==> src/rtl/param_stack_machine.sv <==
// Small stack machine: fetches one instruction per FETCH/EXEC pair from an
// external program store addressed by pc, and executes it on an internal stack.
// Ports:
//   clk, rst_n         clock, async active-low reset
//   start, prog_len    run request and instruction count (sampled on accepted start)
//   instr              {opcode[2:0], imm[IMM_W-1:0]}, valid in the same cycle as pc
//   pc                 instruction address
//   d_valid, out_data  one-cycle strobe and value of an ADD/SUB/MUL result
//   depth_cnt          stack occupancy
//   busy, fin          running / run complete (sticky)
//   err_code           sticky: 0 none, 1 underflow, 2 overflow, 3 illegal opcode
module param_stack_machine #(
    parameter int unsigned DATA_W = 20,
    parameter int unsigned DEPTH  = 8,
    parameter int unsigned IMM_W  = 10,
    parameter int unsigned PC_W   = 10
) (
    input  logic                       clk,
    input  logic                       rst_n,
    input  logic                       start,
    input  logic [PC_W-1:0]            prog_len,
    input  logic [3+IMM_W-1:0]         instr,
    output logic [PC_W-1:0]            pc,
    output logic                       d_valid,
    output logic [DATA_W-1:0]          out_data,
    output logic [$clog2(DEPTH+1)-1:0] depth_cnt,
    output logic                       busy,
    output logic                       fin,
    output logic [2:0]                 err_code
);
    localparam int unsigned CNT_W   = $clog2(DEPTH + 1);
    localparam int unsigned IDX_W   = $clog2(DEPTH);
    localparam int unsigned INSTR_W = 3 + IMM_W;

    localparam logic [2:0] OP_PUSH = 3'd0;
    localparam logic [2:0] OP_ADD  = 3'd1;
    localparam logic [2:0] OP_SUB  = 3'd2;
    localparam logic [2:0] OP_MUL  = 3'd3;
    localparam logic [2:0] OP_DUP  = 3'd4;
    localparam logic [2:0] OP_DROP = 3'd5;
    localparam logic [2:0] OP_SWAP = 3'd6;

    localparam logic [2:0] ERR_NONE = 3'd0;
    localparam logic [2:0] ERR_UNF  = 3'd1;
    localparam logic [2:0] ERR_OVF  = 3'd2;
    localparam logic [2:0] ERR_ILL  = 3'd3;

    typedef enum logic [2:0] {S_IDLE, S_FETCH, S_EXEC, S_DONE, S_ERR} state_t;

    state_t              state_q, state_d;
    logic [PC_W-1:0]     len_q, len_d, pc_d;
    logic [2:0]          op_q, op_d;
    logic [IMM_W-1:0]    imm_q, imm_d;
    logic [CNT_W-1:0]    depth_d;
    logic                d_valid_d, busy_d, fin_d;
    logic [DATA_W-1:0]   out_d;
    logic [2:0]          err_d;

    logic [DATA_W-1:0]   stk [DEPTH];

    logic [2:0]          op_in;
    logic [IMM_W-1:0]    imm_in;
    logic [IDX_W-1:0]    top_idx, nxt_idx, push_idx;
    logic [DATA_W-1:0]   top_v, nxt_v, res, imm_ext;
    logic [2:0]          err_det;
    logic [PC_W:0]       pc_inc;
    logic                wr0_en, wr1_en;
    logic [IDX_W-1:0]    wr0_idx, wr1_idx;
    logic [DATA_W-1:0]   wr0_data, wr1_data;

    assign op_in    = instr[INSTR_W-1 -: 3];
    assign imm_in   = instr[IMM_W-1:0];
    assign top_idx  = IDX_W'(depth_cnt - CNT_W'(1));
    assign nxt_idx  = IDX_W'(depth_cnt - CNT_W'(2));
    assign push_idx = IDX_W'(depth_cnt);
    assign imm_ext  = DATA_W'($signed(imm_q));
    assign pc_inc   = (PC_W+1)'(pc) + (PC_W+1)'(1);

    // Stack reads are gated by occupancy so stale entries never leak out.
    assign top_v = (depth_cnt >= CNT_W'(1)) ? stk[top_idx] : '0;
    assign nxt_v = (depth_cnt >= CNT_W'(2)) ? stk[nxt_idx] : '0;

    // Result of the incoming arithmetic op, computed in FETCH so it is on out_data during EXEC.
    always_comb begin
        res = '0;
        case (op_in)
            OP_ADD:  res = top_v + nxt_v;
            OP_SUB:  res = top_v - nxt_v;
            default: res = top_v * nxt_v;
        endcase
    end

    // Error decode of the incoming instruction against current occupancy.
    always_comb begin
        err_det = ERR_NONE;
        case (op_in)
            OP_PUSH: if (depth_cnt == CNT_W'(DEPTH)) err_det = ERR_OVF;
            OP_ADD, OP_SUB, OP_MUL, OP_SWAP:
                     if (depth_cnt < CNT_W'(2)) err_det = ERR_UNF;
            OP_DUP:  if (depth_cnt < CNT_W'(1)) err_det = ERR_UNF;
                     else if (depth_cnt == CNT_W'(DEPTH)) err_det = ERR_OVF;
            OP_DROP: if (depth_cnt < CNT_W'(1)) err_det = ERR_UNF;
            default: err_det = ERR_ILL;
        endcase
    end

    // Next-state, datapath and stack-write control.
    always_comb begin
        state_d   = state_q;
        pc_d      = pc;
        len_d     = len_q;
        op_d      = op_q;
        imm_d     = imm_q;
        depth_d   = depth_cnt;
        d_valid_d = 1'b0;
        out_d     = '0;
        err_d     = err_code;
        wr0_en    = 1'b0;
        wr0_idx   = push_idx;
        wr0_data  = '0;
        wr1_en    = 1'b0;
        wr1_idx   = nxt_idx;
        wr1_data  = '0;

        case (state_q)
            S_IDLE, S_DONE, S_ERR: begin
                if (start) begin
                    len_d   = prog_len;
                    pc_d    = '0;
                    err_d   = ERR_NONE;
                    state_d = (prog_len == '0) ? S_DONE : S_FETCH;
                end
            end
            S_FETCH: begin
                op_d    = op_in;
                imm_d   = imm_in;
                err_d   = err_det;
                state_d = S_EXEC;
                if (err_det == ERR_NONE &&
                    (op_in == OP_ADD || op_in == OP_SUB || op_in == OP_MUL)) begin
                    d_valid_d = 1'b1;
                    out_d     = res;
                end
            end
            S_EXEC: begin
                if (err_code != ERR_NONE) begin
                    state_d = S_ERR;
                end else begin
                    case (op_q)
                        OP_PUSH: begin
                            wr0_en   = 1'b1;
                            wr0_data = imm_ext;
                            depth_d  = depth_cnt + CNT_W'(1);
                        end
                        OP_ADD, OP_SUB, OP_MUL: begin
                            wr0_en   = 1'b1;
                            wr0_idx  = nxt_idx;
                            wr0_data = out_data;
                            depth_d  = depth_cnt - CNT_W'(1);
                        end
                        OP_DUP: begin
                            wr0_en   = 1'b1;
                            wr0_data = top_v;
                            depth_d  = depth_cnt + CNT_W'(1);
                        end
                        OP_DROP: depth_d = depth_cnt - CNT_W'(1);
                        default: begin
                            wr0_en   = 1'b1;
                            wr0_idx  = top_idx;
                            wr0_data = nxt_v;
                            wr1_en   = 1'b1;
                            wr1_data = top_v;
                        end
                    endcase
                    // pc stays on the last instruction when the run completes.
                    if (pc_inc < (PC_W+1)'(len_q)) begin
                        pc_d    = pc + PC_W'(1);
                        state_d = S_FETCH;
                    end else begin
                        state_d = S_DONE;
                    end
                end
            end
            default: state_d = S_IDLE;
        endcase

        busy_d = (state_d == S_FETCH) || (state_d == S_EXEC);
        fin_d  = (state_d == S_DONE)  || (state_d == S_ERR);
    end

    // Control and output registers.
    always_ff @(posedge clk or negedge rst_n) begin
        if (!rst_n) begin
            state_q   <= S_IDLE;
            pc        <= '0;
            len_q     <= '0;
            op_q      <= '0;
            imm_q     <= '0;
            depth_cnt <= '0;
            d_valid   <= 1'b0;
            out_data  <= '0;
            busy      <= 1'b0;
            fin       <= 1'b0;
            err_code  <= ERR_NONE;
        end else begin
            state_q   <= state_d;
            pc        <= pc_d;
            len_q     <= len_d;
            op_q      <= op_d;
            imm_q     <= imm_d;
            depth_cnt <= depth_d;
            d_valid   <= d_valid_d;
            out_data  <= out_d;
            busy      <= busy_d;
            fin       <= fin_d;
            err_code  <= err_d;
        end
    end

    // Stack storage; no reset, writes only happen in EXEC so reset aborts cleanly.
    always_ff @(posedge clk) begin
        if (wr0_en) stk[wr0_idx] <= wr0_data;
        if (wr1_en) stk[wr1_idx] <= wr1_data;
    end
endmodule
==> config.mk <==
export PLATFORM = sky130hd
export DESIGN_NAME = param_stack_machine
export DESIGN_NICKNAME = d
export VERILOG_FILES = /design/src/rtl/param_stack_machine.sv
export SDC_FILE = /design/constraint.sdc
export NUM_CORES = 1
export LEC_CHECK = 0
export BUFFER_PORTS_ARGS = -buffer_cell sky130_fd_sc_hd__buf_2
export CAP_MARGIN = 20
export CORE_MARGIN = 4
export CORE_UTILIZATION = 50
export CTS_BUF_LIST = sky130_fd_sc_hd__clkbuf_8
export DETAILED_ROUTE_END_ITERATION = 10
export PLACE_DENSITY = 0.7
export RECOVER_POWER = 100
export SETUP_SLACK_MARGIN = 0.5
export SYNTH_ARGS = -nofsm -noshare
export SYNTH_HDL_FRONTEND = slang
export SYNTH_SLANG_ARGS = --single-unit
==> constraint.sdc <==
create_clock -name clk -period 14.7 [get_ports clk]
set_clock_uncertainty 0.2 [all_clocks]
set_input_delay 0.735 -clock clk [delete_from_list [all_inputs] [get_ports clk]]
set_output_delay 0.735 -clock clk [all_outputs]
set_load 0.01 [all_outputs]
==> summary.md <==
• outcome: finished, violations left
• violated checks: max-capacitance violations, max-slew violations
• gate count after technology mapping: 2157
• maximum buffer depth of the clock tree: 3
• total of warnings raised by yosys: 0
• die area: 0.0447 sq mm
• post-synthesis share of cell area spent on xor and xnor gates: 0.0409
• number of top-level pins: 66
• max incr delay on CP: 1790 ps
• fraction of post-synthesis cell area in the top cell type by area: 0.232
• data required time at the worst endpoint: 14860 ps
• postcts setup bufs: 0
• post-synthesis cell type with the largest combined area: sky130_fd_sc_hd__edfxtp_1
• overall via count from detail_route: 16400
• final WL: 59700 um
• initial drt markers: 1542
• WHS Path Cells: 3
• number of nets still failing antenna checks after routing: 0
• Main synth FF type: sky130_fd_sc_hd__edfxtp_1
• DRC violations left: 0
• Slowest cell on crit path: sky130_fd_sc_hd__dfrtp_1
• Routed WL per cell: 21.9 um
• global-route wire length before repair: 92200 um
• CTS Hold Bufs: 0
• most common cell after layout, fill and taps aside: sky130_fd_sc_hd__nand2_1
• DPL Wire Length: 39200 um
• CP Class: reg2reg
• total clock buffers created by CTS: 40
• Hold Fails Final Rpt: 0
• fraction of the cycle the final worst path needs: 0.790
• critical path's top delay family: adder cells
• via count of the first global-routing pass: 16500
• total number of nets in the final design: 2439
• max-cap violation count: 11
• fraction of final layout cells with drive strength greater than 1: 0.100
• Worst path depth: 29
• transition time of the tightest slew-check pin: 3610 ps
• largest fanout on the critical path: 52
• Worst Reg-to-Reg Cells: 29
• leftover overflow at the end of global routing: 0
• Cell variety after synth: 72
• area growth from synthesis to final layout: 6.45%
• post-route worst setup slack: 3090 ps
• final critical delay including setup and external delays: 11610 ps
• worst hold path class: in2reg
• Clk pin slew, worst setup/hold paths: 60 ps
• top library cells by usage in the layout, fill and taps aside: 360 x sky130_fd_sc_hd__nand2_1, 271 x sky130_fd_sc_hd__inv_1, 195 x sky130_fd_sc_hd__o21ai_0
• count of clock tree sinks: 225
• number of antenna violations at the first check in global routing: 1
• global-route usage over all layers: 0.265
• total standard cell area after synthesis: 0.0207 sq mm
• sort of element at the start of the critical path: flop
• accumulated negative setup slack: 0 ps
• worst slack after detailed placement: 5250 ps
• CTS tree: yes
• leading post-synthesis cells by cell area: sky130_fd_sc_hd__edfxtp_1 23%, sky130_fd_sc_hd__fa_1 13%, sky130_fd_sc_hd__dfrtp_1 7.9%, sky130_fd_sc_hd__mux4_2 7.5%, sky130_fd_sc_hd__ha_1 6.7%
• area fraction in compound gates after synthesis: 0.120
• Starting Density: 0.506
• proportion of register bits with asynchronous set or reset after synthesis: 0.289
• portion of netlist area occupied by mux cells: 0.105
• port bufs: 64
• via/cell ratio: 6.02
• die width: 211 um
• number of enable-type register cells in the synthesized netlist: 160
• relative slew slack: -1.41
• Synthesized Nets: 2431
• final setup violating endpoints: 0
• final core area utilization: 0.539
• final-report max-slew violation count: 317
• largest family of logic cells by synthesized area: adder cells
• #FFs+latches synth: 225
• Crit path arrival time: 11770 ps
• number of placement rows: 74
• worst-skew pair later-pin latency: 540 ps
• Peak Freq: 86.1 MHz
• most frequent cell on the critical path: sky130_fd_sc_hd__fa_1
• clock root buffer: sky130_fd_sc_hd__clkbuf_8
• fill cell total of the finished layout: 3650
• number of buffer and inverter instances along the worst setup path: 6
• post-synthesis adder-cell area fraction: 0.200
• core area: 0.0408 sq mm
• pin count of the biggest net entering global routing: 66
• share of synthesized cell area in and, or, nand and nor gates: 0.142
• sequential element share of the synthesized area: 0.311
• mean instance size in the synthesized netlist: 9.58 sq um
• height of the die: 211 um
• global placement routability congestion: 0.885
• detailed-router iteration count before antenna repair: 5
• RSZ-0062 raised after global routing: no
• sort of element at the end of the critical path: flop
• Resized cells post-CTS: 0
• count of H-tree levels built during CTS: 2
[worst reg2reg max path, delay by kind of cell (launching register included)]
family,cells,cell delay [ps]
AOI/OAI and AO/OA,6,1810
and+or+nand+nor,4,630
muxes,3,710
xor gates and xnor gates,1,120
DFF,1,1790
buffers and inverters,6,2470
adders and majority gates,9,3720
[path summary, 6_finish.rpt]
check / from / end / slack, ps
hold reg to reg: imm_q[1] / imm_q[1] / 280
max in group asynchronous: rst_n / out_data[12] / 10920
setup reg to reg: depth_cnt[0] / out_data[19] / 3090
min in group asynchronous: rst_n / pc[4] / 1320
hold / removal: instr[6] / imm_q[6] / 200
setup / recovery: depth_cnt[0] / out_data[19] / 3090
[final cells by class]
type | count | area, sq um | share of cell area
Tap cell | 532 | 666 | 0.0302
Clock inverter | 30 | 150 | 0.00682
Inverter | 254 | 953 | 0.0433
Antenna cell | 2 | 5.00 | 0.000227
Clock buffer | 41 | 564 | 0.0256
Sequential cell | 225 | 6430 | 0.292
Timing Repair Buffer | 117 | 612 | 0.0278
Multi-Input combinational cell | 1527 | 12600 | 0.574
[state kept, by name (all words and copies together) (netlist names)]
signal     count
busy           1
d_valid        1
depth_cnt      4
err_code       2
fin            1
imm_q         10
len_q         10
op_q           3
out_data      20
pc            10
state_q        3
stk          160
[cell usage after synthesis (all sizes together), types with 32 or more instances]
library cell	n
a21oi	65
and2	76
buf	35
clkbuf	116
dfrtp	65
edfxtp	160
fa	138
ha	110
inv	253
mux2i	32
mux4	70
nand2	360
nor2	91
nor2b	35
o21ai	195
xnor2	70
[cells by family after synthesis]
| logic type | count (synthesis) |
|---|---|
| flops | 225 |
| fa+ha+maj | 248 |
| other cells | 1 |
| simple gates | 648 |
| xor+xnor | 94 |
| compound gates | 410 |
| buf+inv | 405 |
| mux | 126 |
[per-layer routing]
layer | GRT usage | vias up | wire length, um
li1 | - | 7288 | -
met1 | 0.355 | 8011 | 23100
met2 | 0.426 | 903 | 27500
met3 | 0.0550 | 211 | 6180
met4 | 0.109 | 0 | 2990
met5 | 0 | - | 0
[stage by stage]
stage / hold WS [ps] / cell area [sq um] / cells
floorplan: 237 / 20700 / 2157
CTS: 196 / 22200 / 2724
detailed placement: 267 / 21500 / 2653
global placement: 254 / 21500 / 2653
finish: 204 / 22000 / 2728
global route: 213 / 22000 / 2727
Power is not shown: default switching activity piles up to over one toggle a cycle in this logic, so the estimate is an artifact.
